$ cat config.mk
export PLATFORM = sky130hd
export DESIGN_NAME = fetch_unit
export DESIGN_NICKNAME = d
export VERILOG_FILES = /design/src/rtl/cpu_types_pkg.sv /design/src/rtl/fetch_skid_buffer.sv /design/src/rtl/fetch_unit.sv
export SDC_FILE = /design/constraint.sdc
export NUM_CORES = 1
export LEC_CHECK = 0
export BUFFER_PORTS_ARGS = -buffer_cell sky130_fd_sc_hd__buf_2
export CORE_AREA = 2 2 148 179
export CTS_BUF_LIST = sky130_fd_sc_hd__clkbuf_16
export DETAILED_ROUTE_END_ITERATION = 10
export DIE_AREA = 0 0 150 181
export MAX_ROUTING_LAYER = met4
export PLACE_DENSITY = 0.62
export SLEW_MARGIN = 20
export SYNTH_ARGS = -nofsm -noshare
export SYNTH_HDL_FRONTEND = slang
export SYNTH_SLANG_ARGS = --single-unit
$ cat constraint.sdc
create_clock -name CLK -period 6.2 [get_ports CLK]
set_input_delay 0 -clock CLK [delete_from_list [all_inputs] [get_ports CLK]]
set_output_delay 0 -clock CLK [all_outputs]
set_load 0.01 [all_outputs]
$ cat src/rtl/cpu_types_pkg.sv
// Shared CPU types: machine word, fetch FSM states
// and the IF/ID pipeline register bundle.
package cpu_types_pkg;

   typedef logic [31:0] word_t;

   typedef enum logic [1:0] {
      FETCH   = 2'd0,
      DISCARD = 2'd1,
      HALTED  = 2'd2
   } fetch_state_t;

   typedef struct packed {
      logic  valid;
      word_t instr;
      word_t pc;
      word_t npc;
   } ifid_t;

   function automatic word_t pc_add(input word_t pc, input word_t step);
      return pc + step;
   endfunction

endpackage

$ cat src/rtl/fetch_skid_buffer.sv
// One-entry {instr, pc} holding slot for an ihit
// that lands while the pipeline is frozen.
module fetch_skid_buffer
   import cpu_types_pkg::*;
(
   input  logic  CLK,
   input  logic  nRST,
   input  logic  load,
   input  logic  drain,
   input  logic  clear,
   input  word_t load_instr,
   input  word_t load_pc,
   output logic  valid,
   output word_t instr,
   output word_t pc
);

   // Clear beats load, load beats drain.
   always_ff @(posedge CLK or negedge nRST) begin
      if (!nRST) begin
         valid <= 1'b0;
         instr <= '0;
         pc    <= '0;
      end else if (clear) begin
         valid <= 1'b0;
      end else if (load) begin
         valid <= 1'b1;
         instr <= load_instr;
         pc    <= load_pc;
      end else if (drain) begin
         valid <= 1'b0;
      end
   end

endmodule

$ cat src/rtl/fetch_unit.sv
// IF stage: PC, icache request, skid slot and IF/ID register.
// Optional perf counters when FETCH_PERF_EN is defined.
module fetch_unit
   import cpu_types_pkg::*;
#(
   parameter word_t       PC_INIT = 32'h0000_0000,
   parameter int unsigned PC_STEP = 4
)
(
   input  logic        CLK,
   input  logic        nRST,
   input  logic        freeze,
   input  logic        flush,
   input  logic [31:0] redirect_pc,
   input  logic        halt_req,
   input  logic        ihit,
   input  logic [31:0] imemload,
   output logic        imemREN,
   output logic [31:0] imemaddr,
   output logic        ifid_valid,
   output logic [31:0] ifid_instr,
   output logic [31:0] ifid_pc,
   output logic [31:0] ifid_npc
`ifdef FETCH_PERF_EN
   ,
   output logic [31:0] fetch_count,
   output logic [31:0] discard_count
`endif
);

   localparam word_t STEP = word_t'(PC_STEP);

   fetch_state_t state;
   word_t        pc;
   word_t        pending_pc;
   ifid_t        ifid_q;

   logic  sk_valid;
   word_t sk_instr;
   word_t sk_pc;
   logic  sk_load;
   logic  sk_drain;
   logic  sk_clear;

   word_t pc_next;
   assign pc_next = pc_add(pc, STEP);

   fetch_skid_buffer u_skid (
      .CLK        (CLK),
      .nRST       (nRST),
      .load       (sk_load),
      .drain      (sk_drain),
      .clear      (sk_clear),
      .load_instr (imemload),
      .load_pc    (pc),
      .valid      (sk_valid),
      .instr      (sk_instr),
      .pc         (sk_pc)
   );

   // Skid control: capture under freeze, hand over when freeze drops.
   always_comb begin
      sk_load  = 1'b0;
      sk_drain = 1'b0;
      sk_clear = 1'b0;
      if (state != FETCH) begin
         sk_clear = 1'b1;
      end else if (flush || halt_req) begin
         sk_clear = 1'b1;
      end else if (freeze) begin
         sk_load = ihit && !sk_valid;
      end else begin
         sk_drain = sk_valid;
      end
   end

   // Fetch FSM, PC and IF/ID register.
   always_ff @(posedge CLK or negedge nRST) begin
      if (!nRST) begin
         state      <= FETCH;
         pc         <= PC_INIT;
         pending_pc <= '0;
         ifid_q     <= '0;
      end else begin
         unique case (state)
            FETCH: begin
               if (flush) begin
                  ifid_q.valid <= 1'b0;
                  if (sk_valid || ihit) begin
                     pc <= redirect_pc;
                  end else begin
                     pending_pc <= redirect_pc;
                     state      <= DISCARD;
                  end
               end else if (halt_req) begin
                  ifid_q.valid <= 1'b0;
                  state        <= HALTED;
               end else if (freeze) begin
                  if (ihit && !sk_valid) begin
                     pc <= pc_next;
                  end
               end else if (sk_valid) begin
                  ifid_q <= '{valid: 1'b1,
                             instr: sk_instr,
                             pc:    sk_pc,
                             npc:   pc_add(sk_pc, STEP)};
               end else if (ihit) begin
                  ifid_q <= '{valid: 1'b1,
                             instr: imemload,
                             pc:    pc,
                             npc:   pc_next};
                  pc     <= pc_next;
               end else begin
                  ifid_q.valid <= 1'b0;
               end
            end
            DISCARD: begin
               ifid_q.valid <= 1'b0;
               if (flush) begin
                  if (ihit) begin
                     pc    <= redirect_pc;
                     state <= FETCH;
                  end else begin
                     pending_pc <= redirect_pc;
                  end
               end else if (halt_req) begin
                  state <= HALTED;
               end else if (ihit) begin
                  pc    <= pending_pc;
                  state <= FETCH;
               end
            end
            HALTED: begin
               ifid_q.valid <= 1'b0;
            end
            default: begin
               state <= FETCH;
            end
         endcase
      end
   end

   assign imemREN    = nRST && (state != HALTED) && !sk_valid;
   assign imemaddr   = pc;
   assign ifid_valid = ifid_q.valid;
   assign ifid_instr = ifid_q.instr;
   assign ifid_pc    = ifid_q.pc;
   assign ifid_npc   = ifid_q.npc;

`ifdef FETCH_PERF_EN
   logic accept_ev;
   logic drop_ev;

   assign accept_ev = (state == FETCH) && !flush && !halt_req
                   && ihit && !sk_valid;
   assign drop_ev   = ihit
                   && (((state == FETCH) && flush && !sk_valid)
                    || ((state == DISCARD) && (flush || !halt_req)));

   // Saturating event counters.
   always_ff @(posedge CLK or negedge nRST) begin
      if (!nRST) begin
         fetch_count   <= '0;
         discard_count <= '0;
      end else begin
         if (accept_ev && (fetch_count != 32'hFFFF_FFFF)) begin
            fetch_count <= fetch_count + 32'd1;
         end
         if (drop_ev && (discard_count != 32'hFFFF_FFFF)) begin
            discard_count <= discard_count + 32'd1;
         end
      end
   end
`endif

endmodule
==> metrics <==
status=finished clean; post-synthesis to final-layout area growth=22.82%; non-filler cells, final=around 1600; post-route clock period utilization=0.5050; die width=150 µm; reg2reg path depth=7; power consumption=6277 µW; post_cts resized=0; fin nets=1356; Peak VDD IR=~0.21 mV; FMAX=319.4 MHz; CP Max Fanout=26; most frequent cells in the layout=225 x dfrtp_1, 198 x buf_2, 119 x nand2_1; first-pass GRT wire length=~47000 µm; Initial Util=0.4438; largest family of logic cells by synthesized area=multiplexers; routed wire length=~30000 µm; largest net degree at the start of global routing=136; layout cells sized above 1=0.2680; Clock Skew=~0.013 ns; min Tclk post-route=3.131 ns; DRT antenna net count=0; # rows=64; number of vias per cell=5.438; Synth Area in Compound Gates=0.1367; path type of the worst min-delay path=input pin to asynchronous set/reset pin; FF-to-FF Start=state[1]$_DFFE_PN0P_; R2R Path End=imemaddr[11]$_DFFE_PN0P_; clock sink total=226; GRT overflow=0; Post-Synth XOR/XNOR Area=0.03744; Most used DFF post-synth=dfrtp_1; Clk Latency, worst-skew pair=0.52 ns; clock network power share=0.209; DRT Pass-1 Iters=5; vias=8843; Final TNS setup=0 ns; CP Class=register to register; Avg Cell Area, Syn=10.65 µm²; hpwl dp=between 20000 and 25000 µm; Worst Tran Pin Value=between 0.9 and 1 ns; leading cell type in the layout, fill and taps excluded=dfrtp_1; Port-buffer cells=just under 200; DIE HEIGHT=181 µm; FFs w/ async S/R, synth=1.000; Avg WL per Cell=18.22 µm; Int Pwr=3887 µW; Floorplan Core Area=around 0.025 mm²; top post-synthesis cells by area=dfrtp_1 50%, mux2_2 9.0%, mux2i_1 6.4%; P_sw=2390 µW; Leakage=0.006189 µW; switching share of power=0.3807; RSZ-0062 raised after global routing=false; DR iter-0 viols=616; CP max stage delay=0.79 ns; syn_nets=around 1100; Synth Area in Adders=0.007799; CTS Buf Count=25; GR Util All Layers=0.2199; Yosys cell types=66; cell taking the most area after synthesis=dfrtp_1; DRC errors left=0; Max clock buf depth=3; Ys Warns=0; CP max stage cell=nand2_1; max-slew violations=0; CP arrival=3.51 ns; Top Ports=200; worst path cell trace=inv_1, ha_1, clkinv_1, nand2_1, nor2_1, a222oi_1, o21ai_0; vias in the first global route=8453; dpl cells=around 1500; clk slew on worst S/H paths=roughly 0.060 ns; htree depth=1; setup slack, reg-to-reg=3.07 ns; Synth Register Bits=226; top cell type's share of synthesized area=0.5036; Combinational Power Share=0.337; Placer Congestion=0.8453; Final Hold Viols=0; Syn Inst Count=around 1100; Simple-Gate Fraction of Synth Area=0.1148; Worst setup SP type=register; Post-synth EDFFs=0; setup bufs post-CTS=0; Rel. slew slack=0.3376; clk root buf=clkbuf_16; CTS tree=built; sequential share of power=0.454; multiplexer share of the synthesized area=0.1604; initial antenna violation count=1; CP Capture Type=register; Seq/Total Area, Yosys=0.5036; Die Area=0.02715 mm²; pwr/cell area=between 400 and 500 mW/mm²; Post-Syn Area=approximately 0.011 mm²; Core Util, Final=0.5450; Hold Buf Count CTS=70; final setup fails=0; Critical Path RT=6.58 ns; total of max-cap violations=0
[synth_stat cells, types with 5 or more instances]
| cell | instances |
|---|---|
| a22o_1 | 6 |
| mux2_2 | 90 |
| nand2_1 | 119 |
| nor4_1 | 6 |
| nand4_1 | 19 |
| o21ai_0 | 118 |
| nor2_1 | 36 |
| a21oi_1 | 39 |
| o22ai_1 | 12 |
| and3_1 | 12 |
| inv_1 | 19 |
| clkbuf_1 | 47 |
| a22oi_1 | 14 |
| nor3_1 | 8 |
| o211ai_1 | 7 |
| xor2_1 | 19 |
| buf_1 | 5 |
| dfrtp_1 | 226 |
| nand3_1 | 18 |
| buf_2 | 16 |
| mux2_1 | 6 |
| ha_1 | 7 |
| o31a_1 | 13 |
| o221ai_1 | 7 |
| xnor2_1 | 29 |
| mux2i_1 | 72 |
| a221o_1 | 5 |
[per-layer routing]
metal  part of all wire  wire length [µm]  track usage
met2               0.46             13560       0.3364
met5                  0                 0            -
met1               0.47             14030       0.3105
met4              0.023               688      0.05962
met3              0.046              1351      0.02652
[how the worst max path moves through the flow]
stage | to | slack, ns | start
after floorplan | ifid_npc[17]$_DFFE_PN0P_ | 4.13 | state[0]$_DFFE_PN0P_
after global placement | imemaddr[11]$_DFFE_PN0P_ | 3.13 | state[1]$_DFFE_PN0P_
after detailed placement | imemaddr[11]$_DFFE_PN0P_ | 3.09 | state[1]$_DFFE_PN0P_
after CTS | imemaddr[11]$_DFFE_PN0P_ | 3.06 | state[1]$_DFFE_PN0P_
after global routing | imemaddr[14]$_DFFE_PN0P_ | 2.78 | state[1]$_DFFE_PN0P_
final | imemaddr[11]$_DFFE_PN0P_ | 3.07 | state[1]$_DFFE_PN0P_
[power groups by stage]
stage / clock (µW) / combinational, µW / sequential, µW
floorplan: 0 / 1310 / 2750
global placement: 0 / 2050 / 2840
finish: 1310 / 2120 / 2850
detailed placement: 0 / 2100 / 2870
CTS: 1350 / 2140 / 2840
global route: 1400 / 2350 / 2950
[sequential cells by signal, indices dropped and copies added (netlist names), 2 cells and up]
signal and cells:
imemaddr 32, ifid_npc 30, state 2, ifid_instr 32, u_skid.instr 32, pending_pc 32, u_skid.pc 32, ifid_pc 32
[logic make-up after synthesis]
family          after synthesis
buf+inv                     100
simple gates                256
fa+ha+maj                     7
mux                         168
flops                       226
compound gates              249
xor+xnor                     48
[critical path, delay by kind of cell, from the launching register on]
kind                     cells  cell delay, ns
buffers and inverters        2            0.58
adder cells (fa/ha/maj)      1            0.70
AO/OA/AOI/OAI                2            0.42
AND/OR/NAND/NOR              2            0.87
flip-flops                   1            0.41
[through the flow]
step	hold slack, ns	worst slack, ns	cell area [µm²]
2_1_floorplan	-0.2956	4.126	11230
3_3_place_gp	0.07277	3.133	12380
3_5_place_dp	0.07490	3.086	12390
4_1_cts	0.1248	3.057	13790
5_1_grt	0.1509	2.783	13790
6_report	0.07209	3.069	13790
[cell type report]
type,instances,area (µm²)
well taps,330,412.9
multi-input cells,728,5156
clock inverters,18,77.57
repair buffers,277,1779
clock buffers,25,625.6
fillers,2318,11510
flip-flops and latches,226,5659
inverters,21,78.83
diodes,1,2.502
(Power assumes the default switching activity.)
